### config.mk
export PLATFORM = sky130hd
export DESIGN_NAME = nibble_serial_adder_ctrl
export DESIGN_NICKNAME = d
export VERILOG_FILES = /design/src/rtl/nibble_serial_adder_ctrl.sv
export SDC_FILE = /design/constraint.sdc
export NUM_CORES = 1
export LEC_CHECK = 0
export ABC_CLOCK_PERIOD_IN_PS = 3200
export BUFFER_PORTS_ARGS = -buffer_cell sky130_fd_sc_hd__buf_4
export CAP_MARGIN = 20
export CORE_MARGIN = 8
export CORE_UTILIZATION = 35
export DETAILED_ROUTE_END_ITERATION = 8
export RECOVER_POWER = 100
export SETUP_SLACK_MARGIN = 0.3
export SYNTH_ARGS = -nofsm -noshare
export SYNTH_HDL_FRONTEND = slang
export SYNTH_HIERARCHICAL = 1
export SYNTH_SLANG_ARGS = --single-unit
### constraint.sdc
create_clock -name clk -period 3.2 [get_ports clk]
set_input_delay 0.48 -clock clk [delete_from_list [all_inputs] [get_ports clk]]
set_output_delay 0.48 -clock clk [all_outputs]
set_load 0.01 [all_outputs]
### src/rtl/nibble_serial_adder_ctrl.sv
`default_nettype none
// ============================================================================
// Module   : nibble_serial_adder_ctrl (+ FourBitRippleCarryAdder)
// Brief    : Wide add/subtract computed one nibble per clock on a shared
//            4-bit ripple-carry adder, with a one-cycle done pulse.
// Revision : 1.0 - initial release
// ============================================================================

module FourBitRippleCarryAdder (
  input  logic [3:0] a_i,
  input  logic [3:0] b_i,
  input  logic       c_i,
  output logic [3:0] s_o,
  output logic       c4_o
);
  always_comb begin
    logic w_c;
    w_c = c_i;
    s_o = 4'h0;
    for (int k = 0; k < 4; k++) begin
      s_o[k] = a_i[k] ^ b_i[k] ^ w_c;
      w_c    = (a_i[k] & b_i[k]) | (w_c & (a_i[k] ^ b_i[k]));
    end
    c4_o = w_c;
  end
endmodule

module nibble_serial_adder_ctrl #(
  parameter int NIBBLES = 4
) (
  input  logic                 clk,
  input  logic                 rst,
  input  logic                 start_i,
  input  logic                 sub_i,
  input  logic [4*NIBBLES-1:0] a_i,
  input  logic [4*NIBBLES-1:0] b_i,
  output logic                 busy_o,
  output logic                 done_o,
  output logic [4*NIBBLES-1:0] result_o,
  output logic                 cout_o,
  output logic                 ovf_o
);
  localparam int W  = 4 * NIBBLES;
  localparam int IW = $clog2(NIBBLES);
  localparam logic [IW-1:0] C_LAST_IDX = IW'(NIBBLES - 1);

  typedef enum logic [1:0] {
    S_IDLE = 2'd0,
    S_RUN  = 2'd1,
    S_DONE = 2'd2
  } state_t;

  state_t        state_q, state_d;
  logic [IW-1:0] idx_q, idx_d;
  logic [W-1:0]  opa_q, opa_d;
  logic [W-1:0]  opb_q, opb_d;
  logic          carry_q, carry_d;
  logic [W-1:0]  result_q, result_d;
  logic          cout_q, cout_d;
  logic          ovf_q, ovf_d;

  logic [3:0]    w_nib_a, w_nib_b, w_sum;
  logic          w_c4;

  assign w_nib_a = opa_q[{idx_q, 2'b00} +: 4];
  assign w_nib_b = opb_q[{idx_q, 2'b00} +: 4];

  FourBitRippleCarryAdder u_adder (
    .a_i  (w_nib_a),
    .b_i  (w_nib_b),
    .c_i  (carry_q),
    .s_o  (w_sum),
    .c4_o (w_c4)
  );

  always_comb begin
    state_d  = state_q;
    idx_d    = idx_q;
    opa_d    = opa_q;
    opb_d    = opb_q;
    carry_d  = carry_q;
    result_d = result_q;
    cout_d   = cout_q;
    ovf_d    = ovf_q;
    unique case (state_q)
      S_IDLE: begin
        if (start_i) begin
          opa_d    = a_i;
          // Subtraction is A + ~B + 1: the +1 enters as the initial carry.
          opb_d    = sub_i ? ~b_i : b_i;
          carry_d  = sub_i;
          idx_d    = '0;
          result_d = '0;
          cout_d   = 1'b0;
          ovf_d    = 1'b0;
          state_d  = S_RUN;
        end
      end
      S_RUN: begin
        result_d[{idx_q, 2'b00} +: 4] = w_sum;
        carry_d = w_c4;
        if (idx_q == C_LAST_IDX) begin
          cout_d  = w_c4;
          ovf_d   = (opa_q[W-1] == opb_q[W-1]) && (w_sum[3] != opa_q[W-1]);
          state_d = S_DONE;
        end else begin
          idx_d = idx_q + 1'b1;
        end
      end
      S_DONE: state_d = S_IDLE;
      default: state_d = S_IDLE;
    endcase
  end

  always_ff @(posedge clk) begin
    if (rst) begin
      state_q  <= S_IDLE;
      idx_q    <= '0;
      carry_q  <= 1'b0;
      result_q <= '0;
      cout_q   <= 1'b0;
      ovf_q    <= 1'b0;
    end else begin
      state_q  <= state_d;
      idx_q    <= idx_d;
      carry_q  <= carry_d;
      result_q <= result_d;
      cout_q   <= cout_d;
      ovf_q    <= ovf_d;
    end
  end

  // Operand registers carry no reset; they are always reloaded on accept.
  always_ff @(posedge clk) begin
    opa_q <= opa_d;
    opb_q <= opb_d;
  end

  assign busy_o   = (state_q == S_RUN) || (state_q == S_DONE);
  assign done_o   = (state_q == S_DONE);
  assign result_o = result_q;
  assign cout_o   = cout_q;
  assign ovf_o    = ovf_q;

endmodule
`default_nettype wire

* Word-level counts from Yosys, hierarchy flattened *
Cells that the tools add are included.
Widths: inputs -> output; s select.

operators by class
  shift operators = 4
  equal/unequal tests = 8
  multiplexer cells = 17
  add/sub/neg operators = 2
  bitwise gates (word level) = 21
  reductions and logical operators = 9

operators by type and width
  cell                    number
  $mux 16                 2
  $pmux 16 s2             1
  $shiftx 16x5->4         2
  $bwmux 16               1
  $not 16->16             1
  $shift 4x6->16 const A  1
  $shiftx 4x6->16         1
  $and 1x1->1             8
  $mux 2                  4
  $pmux 2 s2              2
  $xor 1x1->1             8
  $ne 2x2->1 const B      3
  $neg 4->6               1
  $pmux 1 s2              3
  $reduce_and 2->1        3
  $reduce_and 3->1        2
  $eq 2x2->1 const B      2
  $mux 1                  4
  $or 1x1->1              4
  $add 2x1->2 const B     1
  $eq 2x1->1 const B      1
  $logic_not 2->1         1
  $reduce_bool 2->1       1
  $eq 1x1->1              1
  other kinds (3)         3

storage, ports and cells
  flip-flop bits (word level) = 55
  input bits = 36

* Longest topological paths before layout *
  depth after elaboration = 13
  depth in mapped cells = 14

* Hierarchy *
The synthesis kept the hierarchy.

modules (own cells, without submodules)
  module                    area each (um^2)  instances  seq. area each (um^2)  cells each
  nibble_serial_adder_ctrl  2602.5            1          1421.4                 199
  FourBitRippleCarryAdder   117.6             1          0.0                    14

* Least setup slack after synthesis *
Ideal clock, no wire load.

  kind = register to register
  start = register idx_q[0]
  end = register ovf_q (netlist: ovf_o)
  period minus slack after synthesis = 3.307 ns
  arrival = 3.184 ns
  path buffers = 2
  data required time = 3.077 ns
  stages on the path, launching flop included = 15
  path slack = -0.107 ns
  path through = dfxtp_1 buf_4 buf_4 mux4_2 fa_1 inv_1 fa_1 inv_1 fa_1 inv_1 fa_1 inv_1 and3b_1 o211ai_1 a21oi_1

on the way
  cells in the longest elaborated chain, start to end = 13
  elaborated cells between the ends (all ways) = 23

ends and longest elaborated chain
  element                 RTL line  source
  start, declared         54        logic [IW-1:0] idx_q, idx_d;
  start signal, assigned  125       idx_q <= idx_d;
  $shiftx 16x5->4 *       66        assign w_nib_b = opb_q[{idx_q, 2'b00} +: 4];
  named net w_nib_b[0]    62        logic [3:0] w_nib_a, w_nib_b, w_sum;
  $xor 1x1->1             22        w_c = (a_i[k] & b_i[k]) | (w_c & (a_i[k] ^ b_i[k]));
  $and 1x1->1             22
  $or 1x1->1 *            22
  $and 1x1->1 *           22
  $or 1x1->1 *            22
  $and 1x1->1 *           22
  $or 1x1->1 *            22
  $xor 1x1->1 *           21        s_o[k] = a_i[k] ^ b_i[k] ^ w_c;
  named net w_sum[3]      62
  $ne 1x1->1 *            104       ovf_d = (opa_q[W-1] == opb_q[W-1]) && (w_sum[3] != opa_q[W-1]);
  $logic_and 1x1->1 *     104
  $mux 1 *                102       if (idx_q == C_LAST_IDX) begin
  $pmux 1 s2 *            85        unique case (state_q)
  end signal, assigned    129       ovf_q <= ovf_d;
  end, declared           60        logic ovf_q, ovf_d;

Mark *: on every way through the listed nets, which the timed path passes. The rest lies on a longest branch. The select of a mux whose other input is x is not followed.
A chain may end at the register's enable or synchronous reset.

* Final worst setup path *
Ends and elaborated chain as after synthesis.

==> results.json <==
{
  "status": "complete, but fails checks",
  "violations": "capacitance limit, slew limit",
  "ys_async_sr_fraction": 0,
  "tns_ns": 0,
  "synth-seq-cells": 55,
  "powerDensity_mw_per_mm2": 489.4,
  "critPathLaunchType": "flip-flop",
  "clk_pin_slew_ns": 0.12,
  "first_pass_iters": 4,
  "clock_sinks": 55,
  "synth.area.top_cells": "edfxtp_1, dfxtp_1, mux4_2",
  "maxSlewViolCount": 33,
  "total_power_mw": 1.605,
  "cp.arrival_ns": 3.19,
  "synth_warnings": 6,
  "hold_viol": 0,
  "ant_nets": 0,
  "leakage_nw": 1.266,
  "htreeDepth": 2,
  "critPathCaptureType": "flip-flop",
  "grt_pass1_wl_um": 9156,
  "fmax_mhz": 333.6,
  "die_y_um": 104.2,
  "hold_path.class": "in2reg",
  "numPortBuffers": 55,
  "ys_seq_area_frac": 0.5225,
  "synth_most_common_cell": "edfxtp_1",
  "syn_area_mm2": 0.002720,
  "drt_iter0_drc": 73,
  "cts_made_buffers": 5,
  "totalWireLength_um": 5603,
  "seqCellArea_mm2": 0.001425,
  "num-fill-cells": 744,
  "start_util": 0.3557,
  "drcViolationCount": 0,
  "multi_input_area_mm2": 0.001179,
  "placed_cells": 365,
  "whs_ns": 0.3524,
  "cts-root-buf": "clkbuf_8",
  "ys_types": 36,
  "avgSynthCellArea_um2": 12.77,
  "crit_fanout": 6,
  "clock_skew_ns": 0.01863,
  "num_antenna_cells": 0,
  "core_area_mm2": 0.007647,
  "die_x_um": 104.2,
  "fin_cells": 376,
  "cap_violations": 1,
  "synth-edff-count": 32,
  "die-area_mm2": 0.01085,
  "rows": 32,
  "dpl.hpwl_um": 4215,
  "worstMarginPinSlew_ns": 1.716,
  "fin_crit_sh": 0.9368,
  "rsz0062_at_grt": "true",
  "layout_min_cycle_time_ns": 2.998,
  "grt_pass1_vias": 1867,
  "synth_top_area_frac": 0.3533,
  "via_per_inst": 4.755,
  "relSlewSlack": -0.1439,
  "synth_top_flop_cell": "edfxtp_1",
  "clock_path_buffers": 2,
  "setup_violations": 0,
  "peakVddDrop_uv": 247.7,
  "cp_data_required_time_ns": 3.39,
  "syn-num-nets": 263,
  "num_vias": 1788,
  "path_class": "reg2reg",
  "grt_use_total": 0.1035,
  "yosysTopAreaCell": "edfxtp_1",
  "grt_remaining_overflow": 0,
  "fin_nets": 323,
  "postSynthCellCount": 213,
  "wl_per_cell_um": 14.90,
  "ios": 56,
  "drive_gt1_frac": 0.2591,
  "synth_commonest_cells": "edfxtp_1, dfxtp_1, o21ai_0, xor2_1, inv_1",
  "clock_latency_ns": 0.31,
  "cts_tree": "yes",
  "grt_max_degree": 33,
  "area_delta_synth_final_pct": 20.56,
  "gp_congestion": 0.7066,
  "antenna_found_initial": 0
}
==> sequential cells by signal, summed over array words and instances (netlist names) <==
signal    flops
cout_o        1
opb_q        16
carry_q       1
ovf_o         1
result_o     16
state_q       2
idx_q         2
opa_q        16
==> path summary, 6_finish.rpt <==
path / from / endpoint / slack, ns / cells past startpoint
worst max-delay path: idx_q[0] / ovf_o / 0.20 / 12
worst min-delay path: a_i[10] / opa_q[10] / 0.35 / 1
worst min register to register: result_o[10] / result_o[10] / 0.48 / 2
worst max register to register: idx_q[0] / ovf_o / 0.20 / 12
==> where the power goes <==
group	internal, mW	total (mW)	switching [mW]	leakage [nW]
sequential	0.811	0.828	0.0177	0.494
clock	0.166	0.420	0.254	0.0511
combinational	0.162	0.357	0.195	0.720
==> cell families after synthesis <==
family,count (synthesis),share of synthesized area
DFF,55,0.5225
and+or+nand+nor,54,0.1339
AOI/OAI and AO/OA,38,0.08740
buffers and inverters,25,0.04876
adders and majority gates,14,0.07544
muxes,11,0.08049
xor gates and xnor gates,16,0.05152
==> metal layers <==
layer,up-vias,track usage,routed length [um]
met4,0,0.02172,25
li1,894,-,-
met5,-,0,0
met1,852,0.1239,2487
met2,40,0.1797,2852
met3,2,0.02974,238
==> layout make-up <==
type                            count  area share
Sequential cell                    55      0.4346
Tap cell                          102     0.03892
Clock inverter                      3    0.008775
Timing Repair Buffer               64      0.1213
Clock buffer                        5     0.02098
Multi-Input combinational cell    133      0.3594
Inverter                           14     0.01602
==> worst max-delay path: stages (launching register included) <==
cell,delay [ns]
dfxtp_4,0.40
mux4_2,0.52
fa_2,0.39
inv_2,0.05
fa_1,0.16
inv_2,0.04
fa_2,0.31
inv_1,0.07
fa_1,0.41
inv_2,0.11
and3b_1,0.18
o211ai_1,0.15
a21oi_1,0.08
==> timing repair <==
action | 4_1_cts | 5_1_grt
hold buffers | 0 | 0
setup endpoints to repair | 3 | 4
gates resized for setup | 1 | 3
pin swaps | 3 | 2
gates cloned | 0 | 0
buffers inserted | 2 | 1
==> stage by stage <==
step,cell area (um2),utilization,worst slack (ns)
CTS,3349,0.4380,0.1780
global route,3279,0.4288,0.03442
detailed placement,3234,0.4229,0.1492
finish,3279,0.4288,0.2023
global placement,3234,0.4229,0.1893
floorplan,2736,-,0.09748
==> placed cells by master (no fill, tap or decap), types with 2 or more instances in the layout <==
cell and n:
edfxtp_1 32, buf_4 25, dfxtp_1 22, clkbuf_1 22
clkbuf_4 17, xor2_1 16, o21ai_0 16, a21oi_1 13
nand4_1 12, inv_1 11, nor2b_1 10, ha_1 10
mux4_2 8, and3b_1 7, nand2b_1 6, clkbuf_8 5
nand2_1 4, a22o_1 4, nor4bb_1 3, inv_2 3
and2_1 2, mux2i_1 2, nand3_1 2, nor2_1 2
inv_6 2, fa_2 2, fa_1 2
Note: power is estimated with default switching activity, not from simulation.
